### src/rtl/pipe_scroller.sv
// pipe_scroller: ordered queue of on-screen pipe columns for the side-scroller.
// Per frame tick the columns scroll left, the oldest retires once it leaves
// the screen, and new columns spawn at a fixed scroll spacing.
module pipe_scroller #(
    parameter int unsigned NUM_PIPES = 4,
    parameter int unsigned GAP_W     = 3,
    parameter int unsigned X_W       = 8,
    parameter int unsigned SCREEN_X  = 160,
    parameter int unsigned SPACING   = 40,
    parameter int unsigned BIRD_X    = 32,
    parameter int unsigned SPEED_W   = 2
) (
    input  logic                       clk,
    input  logic                       rst,
    input  logic                       start,
    input  logic                       enable,
    input  logic                       tick,
    input  logic [SPEED_W-1:0]         speed,
    input  logic [7:0]                 rand_in,
    output logic [NUM_PIPES*X_W-1:0]   pipe_x,
    output logic [NUM_PIPES*GAP_W-1:0] pipe_gap,
    output logic [NUM_PIPES-1:0]       pipe_valid,
    output logic                       score_pulse,
    output logic                       spawn_pulse,
    output logic                       overflow,
    output logic [1:0]                 state
);

    localparam int unsigned XE_W  = X_W + 1;
    localparam int unsigned CNT_W = $clog2(SPACING + 1);

    typedef enum logic [1:0] {
        ST_IDLE = 2'b00,
        ST_RUN  = 2'b01,
        ST_HOLD = 2'b10
    } state_e;

    state_e state_q, state_d;

    logic [X_W-1:0]       x_q     [NUM_PIPES];
    logic [X_W-1:0]       x_d     [NUM_PIPES];
    logic [GAP_W-1:0]     gap_q   [NUM_PIPES];
    logic [GAP_W-1:0]     gap_d   [NUM_PIPES];
    logic [NUM_PIPES-1:0] valid_q, valid_d;
    logic [CNT_W-1:0]     cnt_q, cnt_d;
    logic                 score_q, score_d;
    logic                 spawn_q, spawn_d;
    logic                 ovf_q, ovf_d;

    logic                 clear_c;
    logic                 tick_c;
    logic [XE_W-1:0]      speed_ext_c;
    logic                 retire_c;
    logic                 score_c;
    logic                 spawn_due_c;
    logic                 placed_c;
    logic [X_W-1:0]       scr_x_c [NUM_PIPES];
    logic [X_W-1:0]       nxt_x_c [NUM_PIPES];
    logic [GAP_W-1:0]     nxt_g_c [NUM_PIPES];
    logic [NUM_PIPES-1:0] nxt_v_c;

    // Only the low GAP_W bits of the RNG byte are meaningful.
    logic rand_unused_c;
    assign rand_unused_c = ^rand_in;

    // FSM state register.
    always_ff @(posedge clk) begin
        if (rst) begin
            state_q <= ST_IDLE;
        end else begin
            state_q <= state_d;
        end
    end

    // FSM next-state: start leaves IDLE, enable toggles between RUN and HOLD.
    always_comb begin
        state_d = state_q;
        case (state_q)
            ST_IDLE: if (start)   state_d = ST_RUN;
            ST_RUN:  if (!enable) state_d = ST_HOLD;
            ST_HOLD: if (enable)  state_d = ST_RUN;
            default:              state_d = ST_IDLE;
        endcase
    end

    // FSM controls: clear queue on run start, process ticks only while running.
    always_comb begin
        clear_c = 1'b0;
        tick_c  = 1'b0;
        case (state_q)
            ST_IDLE: clear_c = start;
            ST_RUN:  tick_c  = enable & tick;
            default: ;
        endcase
    end

    // Scroll every live column without wrapping and flag a BIRD_X crossing.
    always_comb begin
        speed_ext_c = XE_W'(speed);
        score_c     = 1'b0;
        for (int i = 0; i < NUM_PIPES; i++) begin
            scr_x_c[i] = x_q[i];
            if (valid_q[i] && ({1'b0, x_q[i]} >= speed_ext_c)) begin
                scr_x_c[i] = X_W'({1'b0, x_q[i]} - speed_ext_c);
            end
            if (valid_q[i] && (x_q[i] >= X_W'(BIRD_X)) && (scr_x_c[i] < X_W'(BIRD_X))) begin
                score_c = 1'b1;
            end
        end
        // Queue is x-ordered, so only the oldest column can fall off the left edge.
        retire_c = valid_q[0] && ({1'b0, x_q[0]} < speed_ext_c);
    end

    // Shift out a retired column, then drop a spawn into the first free slot.
    always_comb begin
        for (int i = 0; i < NUM_PIPES - 1; i++) begin
            if (retire_c) begin
                nxt_x_c[i] = scr_x_c[i+1];
                nxt_g_c[i] = gap_q[i+1];
                nxt_v_c[i] = valid_q[i+1];
            end else begin
                nxt_x_c[i] = scr_x_c[i];
                nxt_g_c[i] = gap_q[i];
                nxt_v_c[i] = valid_q[i];
            end
        end
        if (retire_c) begin
            nxt_x_c[NUM_PIPES-1] = '0;
            nxt_g_c[NUM_PIPES-1] = '0;
            nxt_v_c[NUM_PIPES-1] = 1'b0;
        end else begin
            nxt_x_c[NUM_PIPES-1] = scr_x_c[NUM_PIPES-1];
            nxt_g_c[NUM_PIPES-1] = gap_q[NUM_PIPES-1];
            nxt_v_c[NUM_PIPES-1] = valid_q[NUM_PIPES-1];
        end

        spawn_due_c = (cnt_q <= CNT_W'(speed));
        placed_c    = 1'b0;
        for (int i = 0; i < NUM_PIPES; i++) begin
            if (spawn_due_c && !placed_c && !nxt_v_c[i]) begin
                nxt_x_c[i] = X_W'(SCREEN_X - 1);
                nxt_g_c[i] = rand_in[GAP_W-1:0];
                nxt_v_c[i] = 1'b1;
                placed_c   = 1'b1;
            end
        end
    end

    // Next register values: clear on run start, update on a running tick, else hold.
    always_comb begin
        x_d     = x_q;
        gap_d   = gap_q;
        valid_d = valid_q;
        cnt_d   = cnt_q;
        ovf_d   = ovf_q;
        score_d = 1'b0;
        spawn_d = 1'b0;
        if (clear_c) begin
            for (int i = 0; i < NUM_PIPES; i++) begin
                x_d[i]   = '0;
                gap_d[i] = '0;
            end
            valid_d = '0;
            cnt_d   = '0;
        end else if (tick_c) begin
            x_d     = nxt_x_c;
            gap_d   = nxt_g_c;
            valid_d = nxt_v_c;
            cnt_d   = spawn_due_c ? CNT_W'(SPACING) : (cnt_q - CNT_W'(speed));
            score_d = score_c;
            spawn_d = placed_c;
            ovf_d   = ovf_q | (spawn_due_c & ~placed_c);
        end
    end

    // Queue, counter and pulse registers.
    always_ff @(posedge clk) begin
        if (rst) begin
            for (int i = 0; i < NUM_PIPES; i++) begin
                x_q[i]   <= '0;
                gap_q[i] <= '0;
            end
            valid_q <= '0;
            cnt_q   <= '0;
            score_q <= 1'b0;
            spawn_q <= 1'b0;
            ovf_q   <= 1'b0;
        end else begin
            x_q     <= x_d;
            gap_q   <= gap_d;
            valid_q <= valid_d;
            cnt_q   <= cnt_d;
            score_q <= score_d;
            spawn_q <= spawn_d;
            ovf_q   <= ovf_d;
        end
    end

    // Flatten slot registers onto the renderer buses.
    for (genvar g = 0; g < NUM_PIPES; g++) begin : g_flat
        assign pipe_x[g*X_W +: X_W]       = x_q[g];
        assign pipe_gap[g*GAP_W +: GAP_W] = gap_q[g];
    end

    assign pipe_valid  = valid_q;
    assign score_pulse = score_q;
    assign spawn_pulse = spawn_q;
    assign overflow    = ovf_q;
    assign state       = state_q;

endmodule
### config.mk
export PLATFORM = sky130hd
export DESIGN_NAME = pipe_scroller
export DESIGN_NICKNAME = d
export VERILOG_FILES = /design/src/rtl/pipe_scroller.sv
export SDC_FILE = /design/constraint.sdc
export NUM_CORES = 1
export LEC_CHECK = 0
export ABC_AREA = 1
export CORE_ASPECT_RATIO = 0.75
export CORE_MARGIN = 2
export CORE_UTILIZATION = 45
export DETAILED_ROUTE_END_ITERATION = 7
export PLACE_DENSITY = 0.69
export SETUP_SLACK_MARGIN = 0.2
export SYNTH_ARGS = -nofsm -noshare
export SYNTH_HDL_FRONTEND = slang
export SYNTH_SLANG_ARGS = --single-unit
### constraint.sdc
create_clock -name clk -period 3.63 [get_ports clk]
set_clock_uncertainty 0.2 [all_clocks]
set_input_delay 0.726 -clock clk [delete_from_list [all_inputs] [get_ports clk]]
set_output_delay 0.726 -clock clk [all_outputs]
set_load 0.01 [all_outputs]
==> summary.md <==
After clock tree synthesis, the setup repair step added 0 buffers. The logs give 685 for the synthesized net count and 38 for the distinct cell type count of the synthesized netlist. After clock tree synthesis, the clock-pin slew on the worst setup and hold paths is 0.05 ns. The average footprint of a synthesized cell was 6.28 sq um; the number of gates resized after cts was 0. The category of the worst setup path launch point was an input pin. The logs give 884 for the fill cell total of the finished layout and 0 for the cts-stage hold buffer count. Master cell of the clock root buffer: clkbuf_16. The die is 86.8 um tall.

The worst setup path is captured at a flip-flop. The antenna diode instance count was 0. In this run the critical register-to-register path is captured at pipe_x[11].

The effective utilization at floorplan came out at 45.8%. For the number of max-cap violations, the log shows 0. The tools report the initial antenna violation count as 0. The tools report the multi-input gate area in the final layout as 0.00251 sq mm. The power consumption was 1.74 mW.

After detailed routing, the total wire length is 11,700 um. The run finished with clean final reports. The count of nets after finishing is 770.

The violation count after the first detailed-route iteration is 259, and the count of pins on the block boundary is 68. Headroom to the max-slew limit came out at 56.0%. Global routing finished with a remaining overflow of 0.

Summing the sequential cell areas from Yosys gives 28.7% of the chip area. The logs give 0.00411 sq mm for the area of the mapped netlist and 3 for the maximum level of the CTS H-tree. The tools report the reg-to-reg setup timing slack as 1.04 ns. The fraction of layout instances using a drive strength above 1 came out at 10.1%. The achievable clock frequency is 320 MHz. Relative to the synthesized area, the layout overhead comes to 29.2%. The tools report the total negative slack for setup checks as 0 ns. At the end of the flow the core is filled with cells to 59.2%. The startpoint identified for the worst hold timing path is overflow. The total half-perimeter wirelength after legalization and detailed placement came out at 8970 um.

The run gives 19,700 um as the wire length of the first global-routing pass. For this run, the detailed router's first-pass iteration total came to 5. The maximum fanout along the worst path was 7.

For the pin with the worst max-slew slack, the measured transition is 0.659 ns. The data arrival time of the critical path is 3.19 ns, and the x dimension of the die is 114 um. In this run, CTS created clock tree buffers numbering 9. The worst setup path is of the input pin to flip-flop kind. The aggregate global-route resource usage is 24.8%. Across the whole layout, storage elements account for 0.00118 sq mm.

The min-delay analysis places its worst path in the category flip-flop to flip-flop. Setup repair after global routing left no endpoint under its margin. Setup violations remaining at the end of the flow were counted as 0.

The die covers 0.00992 sq mm. The Yosys step of the flow raised 0 warnings. VDD sags by at most 187 uV. At the later pin of the worst-skew pair, clock insertion delay measures 0.33 ns.

Synthesis handed over a netlist of 655 instances. The tools report the worst hold endpoint as overflow. The depth of the worst hold-timing path came out at 2.

The number of cells on the worst reg-to-reg path is 13. The post-placement worst setup slack is 0.151 ns. For this design, the sink count on the clock tree is 59. The floorplan has 30 rows. Once detail routing completed, the nets flagged for antenna violations numbered 0. Subtracting the final worst setup slack from the clock period gives 3.13 ns. The required time of the critical path came out at 3.69 ns. Counting along the longest clock path gives a buffer depth of 2. The region available for standard cell placement spans 0.00897 sq mm.

The final weighted congestion in routability-driven placement is 0.952, and the routed length per instance is 13.6 um. The tools report the launching point of the worst reg2reg path as pipe_x[16]. The max-slew violation total from the final report was 0; the total via count in the routed design was 4,439. For the final-report hold violation count, the log shows 0.

After detailed routing, the number of remaining DRC violations is 0. The number of port buffers is 62. Entering global routing, the biggest net connects 28 pins.

The placed instances occupy a cell area of 0.00502 sq mm. Power spread over the standard cell area amounts to 329 mW/mm^2. The part of the cycle the worst path needs was 86.2%. The total of flip-flops plus latches after synthesis works out to 59.

The via-per-instance ratio was 5.18. TritonCTS built the clock tree. The run gives 4,161 as the number of global-route vias before repair.

The logs give 0.500 ns for the smallest setup slack after layout and 2.43 nW for the total leakage power. Summing all non-filler instances in the final layout gives an area of 0.00531 sq mm.
[synth_stat cells (all sizes together)]
cell,n,area (sq um)
buf,9,57.6
nand3,43,225
nand4,11,83.8
dfxtp,59,1180
fa,5,100
mux2i,1,10.0
nand3b,2,15.0
nor2,94,400
inv,86,325
nor3,3,15.0
nand2,186,741
and2,2,12.5
a211oi,2,15.0
nor4,1,6.26
or2,5,31.3
a31oi,8,50.1
a21oi,37,200
xor2,11,96.3
o21ai,66,345
o211ai,3,22.5
xnor2,2,17.5
clkbuf,9,33.8
ha,10,125
[cells by family (layout without fill, tap and decap cells)]
| kind of cell | count (synthesis) | after routing | share of synthesized area, % |
|---|---|---|---|
| AO/OA/AOI/OAI | 116 | 116 | 15.4 |
| AND/OR/NAND/NOR | 347 | 347 | 37.2 |
| flip-flops | 59 | 59 | 28.7 |
| buffers and inverters | 104 | 194 | 10.1 |
| adder cells (fa/ha/maj) | 15 | 15 | 5.48 |
| multiplexers | 1 | 1 | 0.244 |
| XOR/XNOR | 13 | 13 | 2.77 |
[sequential cells by signal (all words and copies together), names as in the netlist]
| signal | cells |
|---|---|
| score_pulse | 1 |
| cnt_q | 6 |
| pipe_valid | 4 |
| state | 2 |
| pipe_x | 32 |
| spawn_pulse | 1 |
| pipe_gap | 12 |
| overflow | 1 |
[layer usage]
layer  up-vias  routed length [um]  GRT usage [%]
li1       2286                   -              -
met1      2051                5920           34.4
met2        91                5270           40.3
met3        11                 395           4.69
met4         0                 102           5.99
met5         -                   0              0
[power by group]
group	switching [mW]	leakage, nW	total [mW]	internal, mW
Combinational	0.151	1.81	0.250	0.0999
Clock	0.288	0.146	0.823	0.535
Sequential	0.0122	0.476	0.671	0.659
[area by class of cell]
class | instances | share of cell area [%]
well taps | 112 | 2.64
multi-input cells | 492 | 47.3
repair buffers | 92 | 16.2
flip-flops and latches | 59 | 22.2
clock buffers | 15 | 5.42
clock inverters | 1 | 0.0943
inverters | 86 | 6.13
[through the flow]
stage	hold slack, ns	instances
2_1_floorplan	0.240	655
6_report	0.265	857
3_5_place_dp	0.258	841
4_1_cts	0.267	857
5_1_grt	0.280	857
3_3_place_gp	0.249	841
[cell usage in the layout, fill, tap and decap left out, types with 2 or more instances in the layout]
cell type        synthesis  routed
or2_2                    3       3
a31oi_1                  8       8
inv_2                    3       3
xnor2_1                  2       2
nor3_1                   3       3
nand4_1                 10      10
o21ai_1                 13      13
and2_1                   2       2
o21ai_0                 51      51
clkbuf_16                0       9
a21oi_2                  4       4
nand2_1                177     177
xor2_1                  11      11
nor2_2                   3       3
a211oi_1                 2       2
nand3b_1                 2       2
or2_1                    2       2
a21oi_1                 33      33
clkdlybuf4s50_1          0      62
nand3_2                  2       2
nor2_1                  88      88
o211ai_1                 3       3
inv_1                   82      82
ha_1                    10      10
nand2_2                  5       5
dfxtp_1                 59      59
nand3_1                 41      41
clkbuf_1                 9       2
nand2_4                  4       4
nor2_8                   2       2
buf_4                    0      29
fa_1                     5       5
clkbuf_8                 0       4
[worst max-delay path, cell delays in order]
cell and delay [ns]:
clkdlybuf4s50_1 0.39, buf_4 0.17, ha_1 0.23, fa_1 0.43, nand2_1 0.12, nor2_1 0.07, nand2_1 0.06, nand2_1 0.15
nor2_1 0.21, xor2_1 0.30, inv_1 0.08, nand2_1 0.07, nand2_1 0.05, a21oi_1 0.11
[worst max-delay path by stage]
stage                        start     endpoint  slack (ns)  depth (start not counted)
final                     speed[0]   pipe_x[11]        0.50                         14
after global placement    speed[0]  pipe_gap[6]        0.19                         15
after floorplan           speed[0]   pipe_x[21]        0.84                         13
after detailed placement  speed[0]    pipe_x[3]        0.15                         12
after CTS                 speed[0]    pipe_x[3]        0.48                         12
after global routing      speed[1]  score_pulse        0.28                         15
(Power assumes the default switching activity.)
